File: config.mk
export PLATFORM = sky130hd
export DESIGN_NAME = sim_run_sequencer
export DESIGN_NICKNAME = d
export VERILOG_FILES = /design/src/rtl/sim_run_sequencer.sv
export SDC_FILE = /design/constraint.sdc
export NUM_CORES = 1
export LEC_CHECK = 0
export CORE_MARGIN = 2
export CORE_UTILIZATION = 40
export DETAILED_ROUTE_END_ITERATION = 16
export PLACE_DENSITY_LB_ADDON = 0.12
export SYNTH_ARGS = -nofsm -noshare
export SYNTH_HDL_FRONTEND = slang
export SYNTH_SLANG_ARGS = --single-unit
File: constraint.sdc
create_clock -name clk -period 6.8 [get_ports clk]
set_input_delay 1.36 -clock clk [delete_from_list [all_inputs] [get_ports clk]]
set_output_delay 1.36 -clock clk [all_outputs]
set_load 0.03 [all_outputs]
File: src/rtl/sim_run_sequencer.sv
// sim_run_sequencer: run controller for simulation top levels.
// Sequences DUT reset, run window, watchdog and drain, then reports status.
module sim_run_sequencer #(
    parameter int CW           = 32,
    parameter int RST_CYCLES   = 8,
    parameter int RUN_LIMIT    = 300,
    parameter int DRAIN_CYCLES = 4
) (
    input  logic          clk,
    input  logic          reset,
    input  logic          start,
    input  logic          dut_done,
    input  logic          dut_fail,
    output logic          dut_reset_l,
    output logic          run_en,
    output logic          busy,
    output logic [CW-1:0] cycle_cnt,
    output logic [1:0]    status,
    output logic          finished,
    output logic [2:0]    phase
);

    localparam int TW = 32;

    localparam logic [TW-1:0] RST_LOAD   = TW'(RST_CYCLES - 1);
    localparam logic [TW-1:0] DRAIN_LOAD = TW'(DRAIN_CYCLES - 1);
    localparam logic [CW-1:0] LAST_CNT   = CW'(RUN_LIMIT - 1);

    localparam logic [1:0] ST_NONE    = 2'b00;
    localparam logic [1:0] ST_PASS    = 2'b01;
    localparam logic [1:0] ST_FAIL    = 2'b10;
    localparam logic [1:0] ST_TIMEOUT = 2'b11;

    typedef enum logic [2:0] {
        S_IDLE  = 3'd0,
        S_RST   = 3'd1,
        S_RUN   = 3'd2,
        S_DRAIN = 3'd3,
        S_DONE  = 3'd4
    } state_t;

    state_t        r_state;
    logic [TW-1:0] r_tmr;

    logic       w_last;
    logic       w_run_exit;
    logic [1:0] w_exit_status;

    assign w_last     = (cycle_cnt == LAST_CNT);
    assign w_run_exit = dut_fail | dut_done | w_last;

    // Exit cause: fail beats done, and any event beats the watchdog.
    always_comb begin
        w_exit_status = ST_TIMEOUT;
        if (dut_fail) begin
            w_exit_status = ST_FAIL;
        end else if (dut_done) begin
            w_exit_status = ST_PASS;
        end
    end

    // Run-phase FSM; every output is a register updated here.
    always_ff @(posedge clk) begin
        if (reset) begin
            r_state     <= S_IDLE;
            r_tmr       <= '0;
            dut_reset_l <= 1'b0;
            run_en      <= 1'b0;
            busy        <= 1'b0;
            cycle_cnt   <= '0;
            status      <= ST_NONE;
            finished    <= 1'b0;
            phase       <= S_IDLE;
        end else begin
            finished <= 1'b0;
            case (r_state)
                S_IDLE, S_DONE: begin
                    if (start) begin
                        r_state     <= S_RST;
                        r_tmr       <= RST_LOAD;
                        cycle_cnt   <= '0;
                        status      <= ST_NONE;
                        dut_reset_l <= 1'b0;
                        run_en      <= 1'b0;
                        busy        <= 1'b1;
                        phase       <= S_RST;
                    end
                end
                S_RST: begin
                    if (r_tmr == '0) begin
                        r_state     <= S_RUN;
                        dut_reset_l <= 1'b1;
                        run_en      <= 1'b1;
                        cycle_cnt   <= '0;
                        phase       <= S_RUN;
                    end else begin
                        r_tmr <= r_tmr - 1'b1;
                    end
                end
                S_RUN: begin
                    cycle_cnt <= cycle_cnt + 1'b1;
                    if (w_run_exit) begin
                        r_state <= S_DRAIN;
                        r_tmr   <= DRAIN_LOAD;
                        status  <= w_exit_status;
                        run_en  <= 1'b0;
                        phase   <= S_DRAIN;
                    end
                end
                S_DRAIN: begin
                    if (r_tmr == '0) begin
                        r_state  <= S_DONE;
                        busy     <= 1'b0;
                        finished <= 1'b1;
                        phase    <= S_DONE;
                    end else begin
                        r_tmr <= r_tmr - 1'b1;
                    end
                end
                default: begin
                    r_state     <= S_IDLE;
                    dut_reset_l <= 1'b0;
                    run_en      <= 1'b0;
                    busy        <= 1'b0;
                    phase       <= S_IDLE;
                end
            endcase
        end
    end

endmodule

==> results.ini, run 1 <==
[layout]
final_nets=529
stdcell_count=659
design_area_um2=4650
drive_gt1_frac=0.0684
fillers=985
antenna_cells=0
synthToLayoutAreaGrowth_pct=18.1

[synthesis]
synth_seq_cells=73
syn_nets=493
syn_avg_cell_area_um2=8.10
synth_top_area_share=0.371
yosysSeqAreaShare=0.371
yosysWarnings=0
syn_inst=486
synth.largest_area_cell=dfxtp_1
synthFlopType=dfxtp_1
async_flop_share=0
synthesis.area_um2=3940
netlist-cell-type-count=60
synth_area_leaders=dfxtp_1 (37%), a21oi_1 (5.3%), nor3_1 (4.6%)
synth-edff-count=0

[place]
io_buffer_count=45
place_area_um2=4490
place_ws_ps=3160
dp_hpwl_um=8430
dp_cells=644
place.gp.congestion=0.902

[clocking]
postCtsSetupBuffers=0
hold_buffers=0
cts.repair.resized=0
clk_pin_slew_worst_paths_ps=80
cts_buffers=9
cts.sinks=73
cts_max_level=3
clk_latency_ps=360
ctsLongestPathBuffers=2
cts-root-buf=clkbuf_8
cts_tree=done

[route]
drt-initial-drc-count=290
via_count=4038
ant_nets=0
dr.pass1.iters=8
wl_per_cell_um=18.3
viasPerCell=6.13
drc=0
wl_um=12100

[worst_hold_path]
hold_start=status[1]
min-delay-path-class=flip-flop to flip-flop

[setup_path]
cp_num_buf_inv=0
arrival_ps=3660
cp_slowest_cell=nor2b_1
path_class=flip-flop to flip-flop
crit_chain=nor2b_1, nand4b_1, nor4_4, nor2_2, or4_1, a21oi_1
critPathMaxFanout=17
max_stage_delay_ps=800
startpoint=r_state[0]
worstSetupEndpointType=flip-flop
crit_family=simple AND/OR/NAND/NOR gates
required_ps=7100
cp-start-kind=flip-flop
timing.rr.start=r_state[0]

[timing]
tightestPinTransition_ps=966
max_freq_mhz=297
tns_ps=0
fin_ws_ps=3440
relSlewSlack=0.353
finalSetupViolations=0
rsz0062_at_grt=no
final-hold-violation-count=0
min_period_ps=3360
timing.hold.ws_ps=489
slew_viol_final=0
fin_skew_ps=12.0
fin_crit_sh=0.494

[grt]
antenna_found_initial=0
grt.total_usage=0.233
grt_max_degree=40
first_global_vias=3777
grt_pass1_wl_um=19200
gr-total-overflow=0

[die]
io_pins=46
die_y_um=103
rows=36
start_util=0.407
dieWidth_um=103
core_area_um2=9680
die_area_um2=10700

[job]
drv_cap=0

[status]
status=finished clean

[power]
sw_frac_of_total=0.482
combPwrFrac=0.492
clkPwrFrac=0.178
internal_power_uw=888
powerDensity_nw_per_um2=369
p_leak_uw=0.00155
ir_worst_vdd_mv=0.165
p_seq_frac=0.330
power_switching_uw=827

## final timing paths
path / end / slack [ps] / depth (start not counted)
setup / recovery: cycle_cnt[17] / 3440 / 6
hold / removal: status[1] / 490 / 2
setup reg to reg: cycle_cnt[17] / 3440 / 6
hold reg to reg: status[1] / 490 / 2
## synth_stat cells (4+ instances only)
master     number
a211oi_1        4
a21oi_1        42
a311oi_1        8
a31oi_1        11
and3_1          9
and4_1          5
buf_2           5
clkbuf_1       19
dfxtp_1        73
inv_1           9
nand2_1        39
nand2b_1        4
nand3_1        19
nand4_1         9
nor2_1         44
nor3_1         36
nor4_1          5
nor4_4          4
o2111ai_1       5
o211ai_1        4
o21ai_0        33
o2bb2ai_1       7
o311ai_0        4
o31ai_1         6
or3_1          11
or4_1           6
xor2_1         13
## metal layers
layer	wire length, um	up-vias	track usage
li1	-	1933	-
met1	5390	1951	0.302
met3	615	28	0.0470
met2	5760	126	0.386
met5	0	-	0
met4	306	0	0.0800
## cell families (layout without fill, tap and decap cells)
| group | after synthesis | in the layout | synth area share |
|---|---|---|---|
| simple gates | 219 | 219 | 0.320 |
| compound gates | 144 | 144 | 0.236 |
| flops | 73 | 73 | 0.371 |
| buf+inv | 33 | 73 | 0.0330 |
| xor+xnor | 14 | 14 | 0.0311 |
| fa+ha+maj | 2 | 2 | 0.00635 |
| mux | 1 | 1 | 0.00254 |
## layout by cell type, fill, tap and decap left out, types with 3 or more instances in the layout
master	synthesis	layout
nand2b_1	4	4
or3_1	11	11
and4_1	5	5
o311ai_0	4	4
a31oi_1	11	11
or4_1	6	6
nor3_1	36	36
o21ai_0	33	33
nor4_1	5	5
nand3_1	19	19
dfxtp_1	73	73
nor2_1	44	44
nor4_4	4	4
nand3b_1	3	3
clkbuf_8	0	10
o2111ai_1	5	5
a22oi_1	3	3
buf_4	0	4
o2bb2ai_1	7	7
o211ai_1	4	4
a21oi_1	42	42
clkdlybuf4s50_1	0	45
xor2_1	13	13
nand4_1	9	9
and3_1	9	9
nand4b_1	3	3
a311oi_1	8	8
o31ai_1	6	6
nand2_1	39	39
nor4b_1	3	3
inv_1	9	9
nor4_2	3	3
a211oi_1	4	4
## power by group through the flow
stage	clock, uW	sequential [uW]	combinational (uW)
final	305	566	844
after global routing	327	576	924
after CTS	313	564	835
after detailed placement	0	572	833
after global placement	0	571	829
after floorplan	0	561	628
## layout make-up
type | instances | area, um2 | area share
clock buffers | 12 | 145 | 0.0312
multi-input cells | 380 | 2350 | 0.504
clock inverters | 3 | 17.5 | 0.00377
inverters | 9 | 33.8 | 0.00726
flip-flops and latches | 73 | 1460 | 0.314
repair buffers | 49 | 480 | 0.103
well taps | 133 | 166 | 0.0358
## flip-flops by register name, summed over array words and instances, names as in the netlist
signal,cells
r_tmr,32
cycle_cnt,32
finished,1
r_state,3
run_en,1
dut_reset_l,1
status,2
busy,1
## stage by stage
step | power [uW] | util
2_1_floorplan | 1190 | -
3_3_place_gp | 1400 | 0.463
3_5_place_dp | 1410 | 0.463
4_1_cts | 1710 | 0.480
5_1_grt | 1830 | 0.480
6_report | 1720 | 0.480
## worst register-to-register path, stage by stage (launching register included)
cell and delay, ps:
dfxtp_1 480, nor2b_1 800, nand4b_1 350, nor4_4 700, nor2_2 270, or4_1 560, a21oi_1 140
Power figures use the tool's default switching activity.
==> run 2: changes to the inputs <==
==> constraint.sdc (replaced) <==
create_clock -name clk -period 3.2 [get_ports clk]
set_input_delay 0.64 -clock clk [delete_from_list [all_inputs] [get_ports clk]]
set_output_delay 0.64 -clock clk [all_outputs]
set_load 0.03 [all_outputs]
==> results.ini, run 2 (same netlist as run 1, synthesis figures left out) <==
[route]
top_layer=met4  ; unchanged
met2_length_um=5640  ; was 5760 um
wl_um=11800  ; was 12,100 um
viasPerCell=5.97  ; was 6.13
route.met3.wl_um=728  ; was 615 um
dr.pass1.iters=5  ; was 8
ant_nets=0  ; unchanged
drc=0  ; unchanged
drt-initial-drc-count=175  ; was 290
drt-met1-wl_um=5250  ; was 5390 um
wl_per_cell_um=17.6  ; was 18.3 um
via_count=3995  ; was 4,038

[setup_path]
timing.rr.start=r_tmr[0]  ; was r_state[0]
arrival_ps=2950  ; was 3660 ps
ff2ff_path_depth=8  ; was 6
worstSetupEndpointType=flip-flop  ; unchanged
cp-start-kind=flip-flop  ; unchanged
critPathMaxFanout=12  ; was 17
regToRegSetupSlack_ps=540  ; was 3440 ps
r2r-end=cycle_cnt[17]  ; unchanged
required_ps=3480  ; was 7100 ps
path_class=flip-flop to flip-flop  ; unchanged

[die]
core_area_um2=9680  ; unchanged
dieWidth_um=103  ; unchanged
io_pins=46  ; unchanged
start_util=0.407  ; unchanged
die_area_um2=10700  ; unchanged
die_y_um=103  ; unchanged
rows=36  ; unchanged

[job]
drv_cap=0  ; unchanged

[power]
fin_total_pwr_uw=3810  ; was 1720 uW
p_leak_uw=0.00161  ; was 0.00155 uW
ir_worst_vdd_mv=0.343  ; was 0.165 mV
powerDensity_nw_per_um2=800  ; was 369 nW/um2

[grt]
grt_pass1_wl_um=19300  ; was 19,200 um
grt_max_degree=23  ; was 40
antenna_found_initial=0  ; unchanged
grt.total_usage=0.230  ; was 0.233
first_global_vias=3726  ; was 3,777
gr-total-overflow=0  ; unchanged

[clocking]
clk_pin_slew_worst_paths_ps=80  ; about the same
clk_latency_ps=350  ; was 360 ps
postCtsSetupBuffers=0  ; unchanged
cts_buffers=9  ; unchanged
cts_max_level=3  ; unchanged
cts_tree=done  ; unchanged
cts.repair.resized=0  ; unchanged
cts-root-buf=clkbuf_8  ; unchanged
ctsLongestPathBuffers=2  ; unchanged
hold_buffers=0  ; unchanged
cts.sinks=73  ; unchanged

[layout]
layout_commonest_cell=dfxtp_1  ; unchanged
final_cell_mix=dfxtp_1 (73), clkdlybuf4s50_1 (45), nor2_1 (44)  ; unchanged
drive_gt1_frac=0.0896  ; was 0.0684
final_nets=539  ; was 529
synthToLayoutAreaGrowth_pct=20.8  ; was 18.1%
fillers=978  ; was 985
reg_top3=cycle_cnt x32, r_tmr x32, r_state x3  ; unchanged
antenna_cells=0  ; unchanged

[worst_hold_path]
hold_start=status[1]  ; unchanged
min_to=status[1]  ; unchanged
whs_path_depth=2  ; unchanged
min-delay-path-class=flip-flop to flip-flop  ; unchanged

[timing]
rsz0062_at_grt=no  ; unchanged
finalSetupViolations=0  ; unchanged
max_freq_mhz=375  ; was 297 MHz
fin_crit_sh=0.832  ; was 0.494
relSlewSlack=0.413  ; was 0.353
fin_skew_ps=14.2  ; was 12.0 ps
min_period_ps=2660  ; was 3360 ps
final-hold-violation-count=0  ; unchanged
slew_viol_final=0  ; unchanged
tightestPinTransition_ps=877  ; was 966 ps
tns_ps=0  ; unchanged

[place]
place.gp.congestion=0.915  ; was 0.902
dp_hpwl_um=8320  ; was 8430 um
io_buffer_count=45  ; unchanged

[status]
status=finished clean  ; unchanged

-- run 2: power by group --
part           switching, uW  internal (uW)  total, uW  leakage [uW]
logic                   1250            627       1880      0.000923
registers                172           1020       1200      0.000591
clock network            353            376        729     0.0000981
total                   1780           2030       3810       0.00161
-- run 2: worst max-delay path, stage by stage (launching register included) --
cell     delay (ps)
dfxtp_1         340
inv_1            60
ha_1            230
nor4b_4         340
nand2_1         210
nor4_4          530
nor2_2          210
or4_1           540
a21oi_1         150
-- run 2: how the worst max path moves through the flow --
stage                     cells after the start       endpoint  slack, ps         start
after detailed placement                      6      r_tmr[30]        530    r_state[1]
after global placement                        8       r_tmr[1]        530  cycle_cnt[0]
after CTS                                     8       r_tmr[1]        510  cycle_cnt[0]
after floorplan                               8      r_tmr[21]        920  cycle_cnt[0]
after global routing                          8       r_tmr[1]        200  cycle_cnt[0]
final                                         8  cycle_cnt[17]        540      r_tmr[0]
-- run 2: stage by stage --
step | cell area, um2 | utilization | std cells | hold slack [ps] | setup slack [ps]
floorplan | 3940 | - | 486 | 461 | 917
global placement | 4560 | 0.471 | 654 | 450 | 528
detailed placement | 4560 | 0.471 | 654 | 460 | 529
CTS | 4760 | 0.491 | 669 | 471 | 510
global route | 4760 | 0.491 | 669 | 512 | 205
finish | 4760 | 0.491 | 669 | 469 | 536
-- run 2: cell type report --
type                            count  area (um2)  share of cell area
Multi-Input combinational cell    380        2350               0.493
Sequential cell                    73        1460               0.307
Timing Repair Buffer               59         556               0.117
Tap cell                          133         166              0.0350
Clock buffer                       10         138              0.0289
Clock inverter                      5        56.3              0.0118
Inverter                            9        33.8             0.00710
-- run 2: metal layers --
| metal | GRT usage | up-vias |
|---|---|---|
| met5 | 0 | - |
| met4 | 0.0678 | 0 |
| met3 | 0.0450 | 20 |
| met2 | 0.383 | 156 |
| met1 | 0.305 | 1869 |
| li1 | - | 1950 |
==> run 3: changes to the inputs <==
==> constraint.sdc (replaced) <==
create_clock -name clk -period 2.8 [get_ports clk]
set_input_delay 0.56 -clock clk [delete_from_list [all_inputs] [get_ports clk]]
set_output_delay 0.56 -clock clk [all_outputs]
set_load 0.03 [all_outputs]
==> results.ini, run 3 (same netlist as run 1, synthesis figures left out) <==
[status]
status=finished clean  ; unchanged

[setup_path]
path_class=flip-flop to flip-flop  ; unchanged
critPathMaxFanout=10  ; was 12
arrival_ps=2820  ; was 2950 ps
max_stage_delay_ps=430  ; was 540 ps
required_ps=3050  ; was 3480 ps
cp_slowest_cell=dfxtp_1  ; was or4_1
crit_chain=ha_1, nor4b_1, nand4_1, o21ai_1, and3_1, a21oi_2, a221o_1  ; was inv_1, ha_1, nor4b_4, nand2_1, nor4_4, nor2_2, or4_1, a21oi_1
ff2ff_path_depth=7  ; was 8
crit_cells=7  ; was 8
worstSetupEndpointType=flip-flop  ; unchanged
cp_num_buf_inv=0  ; was 1
crit_family=simple AND/OR/NAND/NOR gates  ; unchanged
cp-start-kind=flip-flop  ; unchanged

[timing]
rsz0062_at_grt=no  ; unchanged
tightestPinTransition_ps=861  ; was 877 ps
finalSetupViolations=0  ; unchanged
final-hold-violation-count=0  ; unchanged
max_freq_mhz=390  ; was 375 MHz
fin_crit_sh=0.917  ; was 0.832
tns_ps=0  ; unchanged
fin_skew_ps=10.6  ; was 14.2 ps
slew_viol_final=0  ; unchanged
min_period_ps=2570  ; was 2660 ps
timing.hold.ws_ps=475  ; was 469 ps
relSlewSlack=0.424  ; was 0.413

[die]
die_area_um2=10700  ; unchanged
rows=36  ; unchanged
dieWidth_um=103  ; unchanged
start_util=0.407  ; unchanged
core_area_um2=9680  ; unchanged
io_pins=46  ; unchanged
die_y_um=103  ; unchanged

[power]
ir_worst_vdd_mv=0.436  ; was 0.343 mV
fin_total_pwr_uw=4390  ; was 3810 uW
p_leak_uw=0.00165  ; was 0.00161 uW
powerDensity_nw_per_um2=913  ; was 800 nW/um2

[job]
drv_cap=0  ; unchanged

[place]
dp_cells=664  ; was 654
place.gp.congestion=0.921  ; was 0.915
io_buffer_count=45  ; unchanged
dp_hpwl_um=8560  ; was 8320 um

[grt]
grt.total_usage=0.237  ; was 0.230
gr-total-overflow=0  ; unchanged
grt_pass1_wl_um=19600  ; was 19,300 um
first_global_vias=3830  ; was 3,726
grt_max_degree=28  ; was 23
antenna_found_initial=0  ; unchanged

[clocking]
clk_latency_ps=360  ; was 350 ps
cts_buffers=9  ; unchanged
cts_tree=done  ; unchanged
hold_buffers=0  ; unchanged
cts-root-buf=clkbuf_8  ; unchanged
cts.repair.resized=0  ; unchanged
ctsLongestPathBuffers=2  ; unchanged
postCtsSetupBuffers=0  ; unchanged
cts_max_level=3  ; unchanged
clk_pin_slew_worst_paths_ps=90  ; was 80 ps
cts.sinks=73  ; unchanged

[layout]
layout_commonest_cell=dfxtp_1  ; unchanged
reg_top3=cycle_cnt x32, r_tmr x32, r_state x3  ; unchanged
antenna_cells=0  ; unchanged
final_nets=549  ; was 539
register_area_um2=1460  ; unchanged
synthToLayoutAreaGrowth_pct=22.2  ; was 20.8%
multiInputGateArea_um2=2350  ; about the same
drive_gt1_frac=0.108  ; was 0.0896
stdcell_count=679  ; was 669
fillers=958  ; was 978
final_cell_mix=dfxtp_1 (73), clkdlybuf4s50_1 (45), nor2_1 (44)  ; unchanged

[route]
viasPerCell=5.90  ; was 5.97
ant_nets=0  ; unchanged
wl_um=11900  ; was 11,800 um
drt-initial-drc-count=164  ; was 175
drc=0  ; unchanged
dr.pass1.iters=5  ; unchanged
via_count=4003  ; was 3,995
wl_per_cell_um=17.5  ; was 17.6 um

[worst_hold_path]
whs_path_depth=2  ; unchanged
min-delay-path-class=flip-flop to flip-flop  ; unchanged

run 3: stage by stage:
step | utilization | worst slack (ps) | instance area, um2
6_report | 0.497 | 234 | 4810
5_1_grt | 0.497 | 79.1 | 4810
4_1_cts | 0.497 | 93.3 | 4810
3_5_place_dp | 0.479 | 128 | 4640
3_3_place_gp | 0.479 | 137 | 4640
2_1_floorplan | - | 517 | 3940
run 3: layout make-up:
class                      instances  share of cell area
multi-input combinational        380               0.488
timing repair buffer              69               0.131
inverter                           9             0.00702
sequential                        73               0.304
tap                              133              0.0346
clock inverter                     5             0.00676
clock buffer                      10              0.0286
run 3: where the power goes:
group,switching (uW),internal (uW)
registers,187,1170
logic,1470,803
clock network,422,337
run 3: worst paths after layout:
path          endpoint    startpoint  slack [ps]
min reg2reg  status[1]     status[1]         480
max reg2reg  r_tmr[28]  cycle_cnt[0]         230
min          status[1]     status[1]         480
max          r_tmr[28]  cycle_cnt[0]         230
run 3: worst register-to-register path: cells and delay by family (launching register included):
family	cells	cell delay [ps]
fa+ha+maj	1	340
compound gates	3	810
simple gates	3	880
flops	1	430
run 3: per-layer routing:
metal,global-route usage,share of wire,up-vias
met5,0,0,-
met4,0.0972,0.023,0
met2,0.385,0.47,128
li1,-,-,1977
met1,0.315,0.46,1873
met3,0.0397,0.048,25
